File: config.mk
export PLATFORM = sky130hd
export DESIGN_NAME = imem_resp_flat
export DESIGN_NICKNAME = d
export VERILOG_FILES = /design/src/rtl/imem_resp_pkg.sv /design/src/rtl/imem_resp_if.sv /design/src/rtl/imem_resp_line_buf.sv /design/src/rtl/imem_resp.sv /design/src/flat_wrapper.sv
export SDC_FILE = /design/constraint.sdc
export NUM_CORES = 1
export LEC_CHECK = 0
export ABC_AREA = 1
export CORE_ASPECT_RATIO = 0.7
export CORE_MARGIN = 2
export CORE_UTILIZATION = 36
export DETAILED_ROUTE_END_ITERATION = 6
export PLACE_DENSITY = 0.6
export SETUP_SLACK_MARGIN = 0.15
export SYNTH_ARGS = -nofsm -noshare
export SYNTH_HDL_FRONTEND = slang
export SYNTH_SLANG_ARGS = --single-unit
File: constraint.sdc
create_clock -name clk_i -period 4 [get_ports clk_i]
set_input_delay 0.4 -clock clk_i [delete_from_list [all_inputs] [get_ports clk_i]]
set_output_delay 0.4 -clock clk_i [all_outputs]
set_load 0.03 [all_outputs]
File: src/rtl/imem_resp_pkg.sv
// Shared types for the instruction-memory responder.
package rvga_types;

    typedef logic [31:0] rvga_word;

    typedef enum logic [1:0] {
        IDLE = 2'd0,
        REQ  = 2'd1,
        FILL = 2'd2
    } imem_resp_state_e;

    localparam rvga_word RVGA_NOP = 32'h0000_0013;

endpackage

File: src/rtl/imem_resp_if.sv
// Backing-memory request/response bus between imem_resp (master) and system memory (slave).
interface imem_resp_if;
    import rvga_types::*;

    logic     mem_req_v_o;
    rvga_word mem_addr_o;
    logic     mem_ready_i;
    logic     mem_resp_v_i;
    rvga_word mem_data_i;

    modport master (
        output mem_req_v_o,
        output mem_addr_o,
        input  mem_ready_i,
        input  mem_resp_v_i,
        input  mem_data_i
    );

    modport slave (
        input  mem_req_v_o,
        input  mem_addr_o,
        output mem_ready_i,
        output mem_resp_v_i,
        output mem_data_i
    );

endinterface

File: src/rtl/imem_resp_line_buf.sv
// Single-line instruction buffer: data words, line tag, valid bit and hit compare.
module imem_line_buf
    import rvga_types::*;
#(
    parameter int LINE_WORDS = 4,
    parameter int IDX_W      = $clog2(LINE_WORDS),
    parameter int TAG_W      = 32 - IDX_W - 2
) (
    input  logic             clk_i,
    input  logic             rst_ni,
    input  logic             we,
    input  logic [IDX_W-1:0] widx,
    input  rvga_word         wdata,
    input  logic             set_valid,
    input  logic [TAG_W-1:0] wtag,
    input  logic             inval,
    input  logic [IDX_W-1:0] ridx,
    input  logic [TAG_W-1:0] rtag,
    output rvga_word         rdata,
    output logic             hit
);

    rvga_word         buf_r [LINE_WORDS];
    logic [TAG_W-1:0] tag_r;
    logic             valid_r;

    // Refill beats land in the data array; contents only matter once valid_r is set.
    always_ff @(posedge clk_i) begin
        if (we) begin
            buf_r[widx] <= wdata;
        end
    end

    // Invalidate has priority so a flush coinciding with the last beat leaves the line invalid.
    always_ff @(posedge clk_i or negedge rst_ni) begin
        if (!rst_ni) begin
            valid_r <= 1'b0;
            tag_r   <= '0;
        end else if (inval) begin
            valid_r <= 1'b0;
        end else if (set_valid) begin
            valid_r <= 1'b1;
            tag_r   <= wtag;
        end
    end

    assign rdata = buf_r[ridx];
    assign hit   = valid_r && (tag_r == rtag);

endmodule

File: src/rtl/imem_resp.sv
// Instruction-memory responder: combinational hits from a one-line buffer,
// stall-and-refill over the backing-memory bus on a miss.
// Optional build macro IMEM_RESP_MISALIGN_CHECK_EN: misaligned fetches in IDLE
// return NOP_WORD without stalling and set the sticky err_o flag.
//
// state | meaning
// IDLE  | serving hits; a miss latches the line base and requests it
// REQ   | mem_req_v_o held with base_r until the memory accepts
// FILL  | collecting LINE_WORDS response beats into the line buffer
module imem_resp
    import rvga_types::*;
#(
    parameter int       LINE_WORDS = 4,
    parameter rvga_word NOP_WORD   = RVGA_NOP
) (
    input  logic        clk_i,
    input  logic        rst_ni,
    input  rvga_word    imem_addr_i,
    output rvga_word    imem_data_o,
    output logic        stall_o,
    input  logic        flush_i,
    imem_resp_if.master mem,
    output logic        err_o
);

    localparam int IDX_W = $clog2(LINE_WORDS);
    localparam int OFS   = IDX_W + 2;
    localparam int TAG_W = 32 - OFS;

    imem_resp_state_e state_r;
    rvga_word         base_r;
    logic [IDX_W-1:0] beat_r;
    logic             flush_seen;

    logic [IDX_W-1:0] idx;
    logic [TAG_W-1:0] tag;
    rvga_word         line_data;
    logic             buf_hit;
    logic             hit;
    logic             misalign;
    logic             miss;
    logic             beat_v;
    logic             last_beat;

    assign idx = imem_addr_i[OFS-1:2];
    assign tag = imem_addr_i[31:OFS];

`ifdef IMEM_RESP_MISALIGN_CHECK_EN
    logic err_r;

    assign misalign = (state_r == IDLE) && (imem_addr_i[1:0] != 2'b00);

    // Sticky until reset: records that the fetch stage ever presented a misaligned PC.
    always_ff @(posedge clk_i or negedge rst_ni) begin
        if (!rst_ni) begin
            err_r <= 1'b0;
        end else if (misalign) begin
            err_r <= 1'b1;
        end
    end

    assign err_o = err_r;
`else
    logic unused_addr_lsb;

    assign unused_addr_lsb = ^imem_addr_i[1:0];
    assign misalign        = 1'b0;
    assign err_o           = 1'b0;
`endif

    // Hits are only honoured in IDLE: during REQ/FILL the buffer is being overwritten.
    assign hit       = buf_hit && (state_r == IDLE);
    assign miss      = (state_r == IDLE) && !hit && !misalign;
    assign beat_v    = (state_r == FILL) && mem.mem_resp_v_i;
    assign last_beat = beat_v && (beat_r == {IDX_W{1'b1}});

    assign imem_data_o = misalign ? NOP_WORD : (hit ? line_data : '0);
    assign stall_o     = !(hit || misalign);

    assign mem.mem_req_v_o = (state_r == REQ);
    assign mem.mem_addr_o  = base_r;

    // Miss handling: latch line base, hold the request, then count in the refill beats.
    always_ff @(posedge clk_i or negedge rst_ni) begin
        if (!rst_ni) begin
            state_r    <= IDLE;
            base_r     <= '0;
            beat_r     <= '0;
            flush_seen <= 1'b0;
        end else begin
            case (state_r)
                IDLE: begin
                    if (miss) begin
                        base_r  <= {tag, {OFS{1'b0}}};
                        state_r <= REQ;
                    end
                end
                REQ: begin
                    if (mem.mem_ready_i) begin
                        beat_r     <= '0;
                        flush_seen <= 1'b0;
                        state_r    <= FILL;
                    end
                end
                FILL: begin
                    if (flush_i) begin
                        flush_seen <= 1'b1;
                    end
                    if (beat_v) begin
                        beat_r <= beat_r + 1'b1;
                        if (last_beat) begin
                            flush_seen <= 1'b0;
                            state_r    <= IDLE;
                        end
                    end
                end
                default: state_r <= IDLE;
            endcase
        end
    end

    imem_line_buf #(
        .LINE_WORDS (LINE_WORDS)
    ) u_line_buf (
        .clk_i     (clk_i),
        .rst_ni    (rst_ni),
        .we        (beat_v),
        .widx      (beat_r),
        .wdata     (mem.mem_data_i),
        .set_valid (last_beat && !flush_seen && !flush_i),
        .wtag      (base_r[31:OFS]),
        .inval     (flush_i || (last_beat && flush_seen)),
        .ridx      (idx),
        .rtag      (tag),
        .rdata     (line_data),
        .hit       (buf_hit)
    );

endmodule
File: src/flat_wrapper.sv
// flat-port wrapper written by rule: the top's interface ports become plain ports
module imem_resp_flat import rvga_types::*;
#(
    parameter int       LINE_WORDS = 4,
    parameter rvga_word NOP_WORD   = RVGA_NOP
)
  (clk_i, rst_ni, imem_addr_i, imem_data_o, stall_o, flush_i, err_o, mem_mem_req_v_o, mem_mem_addr_o, mem_mem_ready_i, mem_mem_resp_v_i, mem_mem_data_i);
  imem_resp_if mem_i ();
  input  logic clk_i;
  input  logic rst_ni;
  input  rvga_word imem_addr_i;
  output rvga_word imem_data_o;
  output logic stall_o;
  input  logic flush_i;
  output logic err_o;
  output wire logic [$bits(mem_i.mem_req_v_o)-1:0] mem_mem_req_v_o;
  output wire logic [$bits(mem_i.mem_addr_o)-1:0] mem_mem_addr_o;
  input wire logic [$bits(mem_i.mem_ready_i)-1:0] mem_mem_ready_i;
  input wire logic [$bits(mem_i.mem_resp_v_i)-1:0] mem_mem_resp_v_i;
  input wire logic [$bits(mem_i.mem_data_i)-1:0] mem_mem_data_i;
  assign mem_mem_req_v_o = mem_i.mem_req_v_o;
  assign mem_mem_addr_o = mem_i.mem_addr_o;
  assign mem_i.mem_ready_i = mem_mem_ready_i;
  assign mem_i.mem_resp_v_i = mem_mem_resp_v_i;
  assign mem_i.mem_data_i = mem_mem_data_i;
  imem_resp #(.LINE_WORDS(LINE_WORDS), .NOP_WORD(NOP_WORD)) u_core (.clk_i(clk_i), .rst_ni(rst_ni), .imem_addr_i(imem_addr_i), .imem_data_o(imem_data_o), .stall_o(stall_o), .flush_i(flush_i), .mem(mem_i), .err_o(err_o));
endmodule
==> flow_summary_export.csv <==
group,metric,value,unit
cells_and_area,diodes,0,
logic_synthesis,synth_seq_area_share,0.677,
global_routing,grt_use_met1,0.225,
global_routing,gr-total-overflow,0,
timing,finalCriticalPeriod,2.97,ns
routing,dr.pass1.iters,4,
logic_synthesis,yosys.area_share.simple,0.163,
routing,drc,0,
routing,wirelength,18.0,mm
routing,ant_nets,0,
logic_synthesis,yosysMostFrequentCell,"nor2_1",
setup_path,required,3.60,ns
logic_synthesis,synth_area_leaders,"edfxtp_1, dfrtp_1, nor2_1, nand2_1, o21ai_0",
global_routing,antenna_found_initial,0,
hold_path,hold_path_class,"input pin to async pin",
global_routing,met2_usage,0.248,
timing,setup_viol,0,
flow_run,maxCapViolCount,0,
setup_path,r2r_slack,1.74,ns
clocking,numCtsBuffers,17,
clocking,cts_resized,0,
pwr,power_density,559,nW/um2
timing,tightest_slew,1.11,ns
clocking,clockBufferDepth,2,
logic_synthesis,ys_async_sr_fraction,0.326,
floorplanning,start_util,0.368,
routing,wl_per_cell,15.2,um
floorplanning,die_area,23400,um2
timing,fin_crit_sh,0.743,
floorplanning,coreArea,21700,um2
logic_synthesis,synth_xor_area_frac,0.00660,
routing,drt_iter0_markers,389,
timing,drv_slew,0,
logic_synthesis,synth_edf_count,128,
setup_path,path_class,"input pin to output port",
floorplanning,die_x,182,um
logic_synthesis,ys_types,23,
logic_synthesis,synth-compound-area-share,0.0776,
timing,tns,0,ns
logic_synthesis,synth_fa_ha_area_frac,0.00628,
pwr,p_leak,4.20,nW
timing,hold_violations,0,
clocking,cts_max_level,4,
routing,via_per_inst,4.60,
logic_synthesis,ys_ff_latch,190,
setup_path,crit_path_end_kind,"output port",
setup_path,cp-start-kind,"input pin",
logic_synthesis,postSynthAreaPerCell,10.3,um2
cells_and_area,finalNetCount,967,
cells_and_area,syn_to_final_growth,26.6,%
logic_synthesis,yosys.area.top_type,"edfxtp_1",
status,status,"finished, final reports clean",
global_routing,busiest_layer,"met2",
floorplanning,die-height,128,um
global_routing,grt_pass1_vias,5333,
placed_design,routabilityCongestion,0.720,
clocking,cts_hold_buf,0,
pwr,irDropWorstVdd,0.000324,V
global_routing,grtUsageMet3,0.0354,
pwr,p_total,5.64,mW
routing,dr_total_vias,5471,
logic_synthesis,synth_warnings,0,
setup_path,crit_arrival,2.57,ns
logic_synthesis,synth_top_cell_area_share,0.482,
floorplanning,num_rows,45,
clocking,cts-root-buf,"clkbuf_16",
timing,fin_hold_ws,0.0578,ns
clocking,worstSkewPairLatency,0.43,ns
setup_path,crit-reg2reg-launch,"u_core.u_line_buf.tag_r[26]",
logic_synthesis,synthTopCellsByCount,"nor2_1, nand2_1, edfxtp_1",
logic_synthesis,synth_mux_area_frac,0.0141,
timing,fin_skew,0.0148,ns
setup_path,worstRegToRegCells,12,
clocking,cts_tree,"done",
clocking,clock-sinks,190,
placed_design,portBuffers,128,
placed_design,hpwl,11.3,mm
clocking,cts.reportedPaths.clkPinSlew,0.07,ns
logic_synthesis,synth_ff_type,"edfxtp_1",
global_routing,grt_max_degree,65,
placed_design,dpl_cell_area,9460,um2
timing,max_slew_margin,0.260,
timing,fmax,336,MHz
cells_and_area,final_layout_size_suffix_gt1_frac,0.108,
clocking,post-cts-setup-buffer-count,0,
logic_synthesis,synth_top_family_by_area,"simple AND/OR/NAND/NOR gates",
cells_and_area,fin_area,10100,um2
floorplanning,io_pins,136,
global_routing,grt_util_all_layers,0.158,
global_routing,grt_pass1_wl,28.4,mm
logic_synthesis,synth_cells,770,
timing,rsz0062_at_grt,"no",
logic_synthesis,syn-cell-area,7970,um2
setup_path,cp_max_fo,20,
setup_path,reg2reg_to,"u_core.state_r[0]",
where the power goes:
| group | switching [mW] | internal, mW |
|---|---|---|
| registers | 0.164 | 2.38 |
| clock network | 0.797 | 0.961 |
| logic | 0.843 | 0.503 |
kinds of logic (layout without fill, tap and decap cells):
group,Yosys count,in the layout
other cells,1,5
xor+xnor,6,6
simple gates,332,332
mux,10,10
buf+inv,104,237
compound gates,123,123
flops,190,190
fa+ha+maj,4,4
how the worst max path moves through the flow:
| stage | to | slack [ns] | start |
|---|---|---|---|
| floorplan | u_core.u_line_buf.buf_r[0][0] | 1.52 | u_core.state_r[0] |
| global placement | imem_data_o[0] | 0.96 | imem_addr_i[16] |
| detailed placement | imem_data_o[24] | 0.98 | imem_addr_i[12] |
| CTS | imem_data_o[0] | 0.98 | imem_addr_i[12] |
| global route | imem_data_o[24] | 0.73 | imem_addr_i[7] |
| finish | imem_data_o[24] | 1.03 | imem_addr_i[7] |
layout by cell type (no fill, tap or decap), types with 4 or more instances in the layout:
| cell type | instances |
|---|---|
| a21oi_1 | 50 |
| buf_4 | 47 |
| clkbuf_16 | 17 |
| clkdlybuf4s50_1 | 94 |
| conb_1 | 5 |
| dfrtp_1 | 62 |
| edfxtp_1 | 128 |
| ha_1 | 4 |
| inv_1 | 61 |
| inv_8 | 4 |
| mux2_2 | 10 |
| nand2_1 | 131 |
| nand3_1 | 33 |
| nor2_1 | 160 |
| o21ai_0 | 66 |
| o21ai_1 | 6 |
| xnor2_1 | 5 |
flip-flops by register name (all words and copies together), names as in the netlist:
register and cells:
u_core.u_line_buf.tag_r 28, u_core.state_r 2, u_core.flush_seen 1, u_core.u_line_buf.valid_r 1
u_core.u_line_buf.buf_r 128, u_core.mem.mem_addr_o 28, u_core.beat_r 2
worst max-delay path, stage by stage:
cell and delay [ns]:
clkdlybuf4s50_1 0.48, inv_1 0.06, nand2_1 0.08, nand2_1 0.06, inv_1 0.05, nand2_1 0.04, nor2_1 0.09, nand2_1 0.07
nor2_2 0.16, nand3_2 0.33, buf_4 0.36, a21oi_1 0.19, buf_4 0.19
routing by layer:
metal | up-vias | share of wire
met5 | - | 0
met4 | 0 | 0.0069
met3 | 10 | 0.047
met2 | 114 | 0.44
met1 | 2565 | 0.51
li1 | 2782 | -
stage by stage:
step,worst slack (ns),cells,utilization
3_3_place_gp,0.958,1157,0.437
3_5_place_dp,0.980,1157,0.437
2_1_floorplan,1.52,774,-
5_1_grt,0.731,1189,0.465
6_report,1.03,1189,0.465
4_1_cts,0.975,1189,0.465
layout make-up:
class	instances	area (um2)
repair buffers	143	1300
well taps	282	353
multi-input cells	480	2180
fillers	2022	11600
clock inverters	14	196
clock buffers	18	429
inverters	62	233
flip-flops and latches	190	5400
Note: power is estimated with default switching activity, not from simulation.
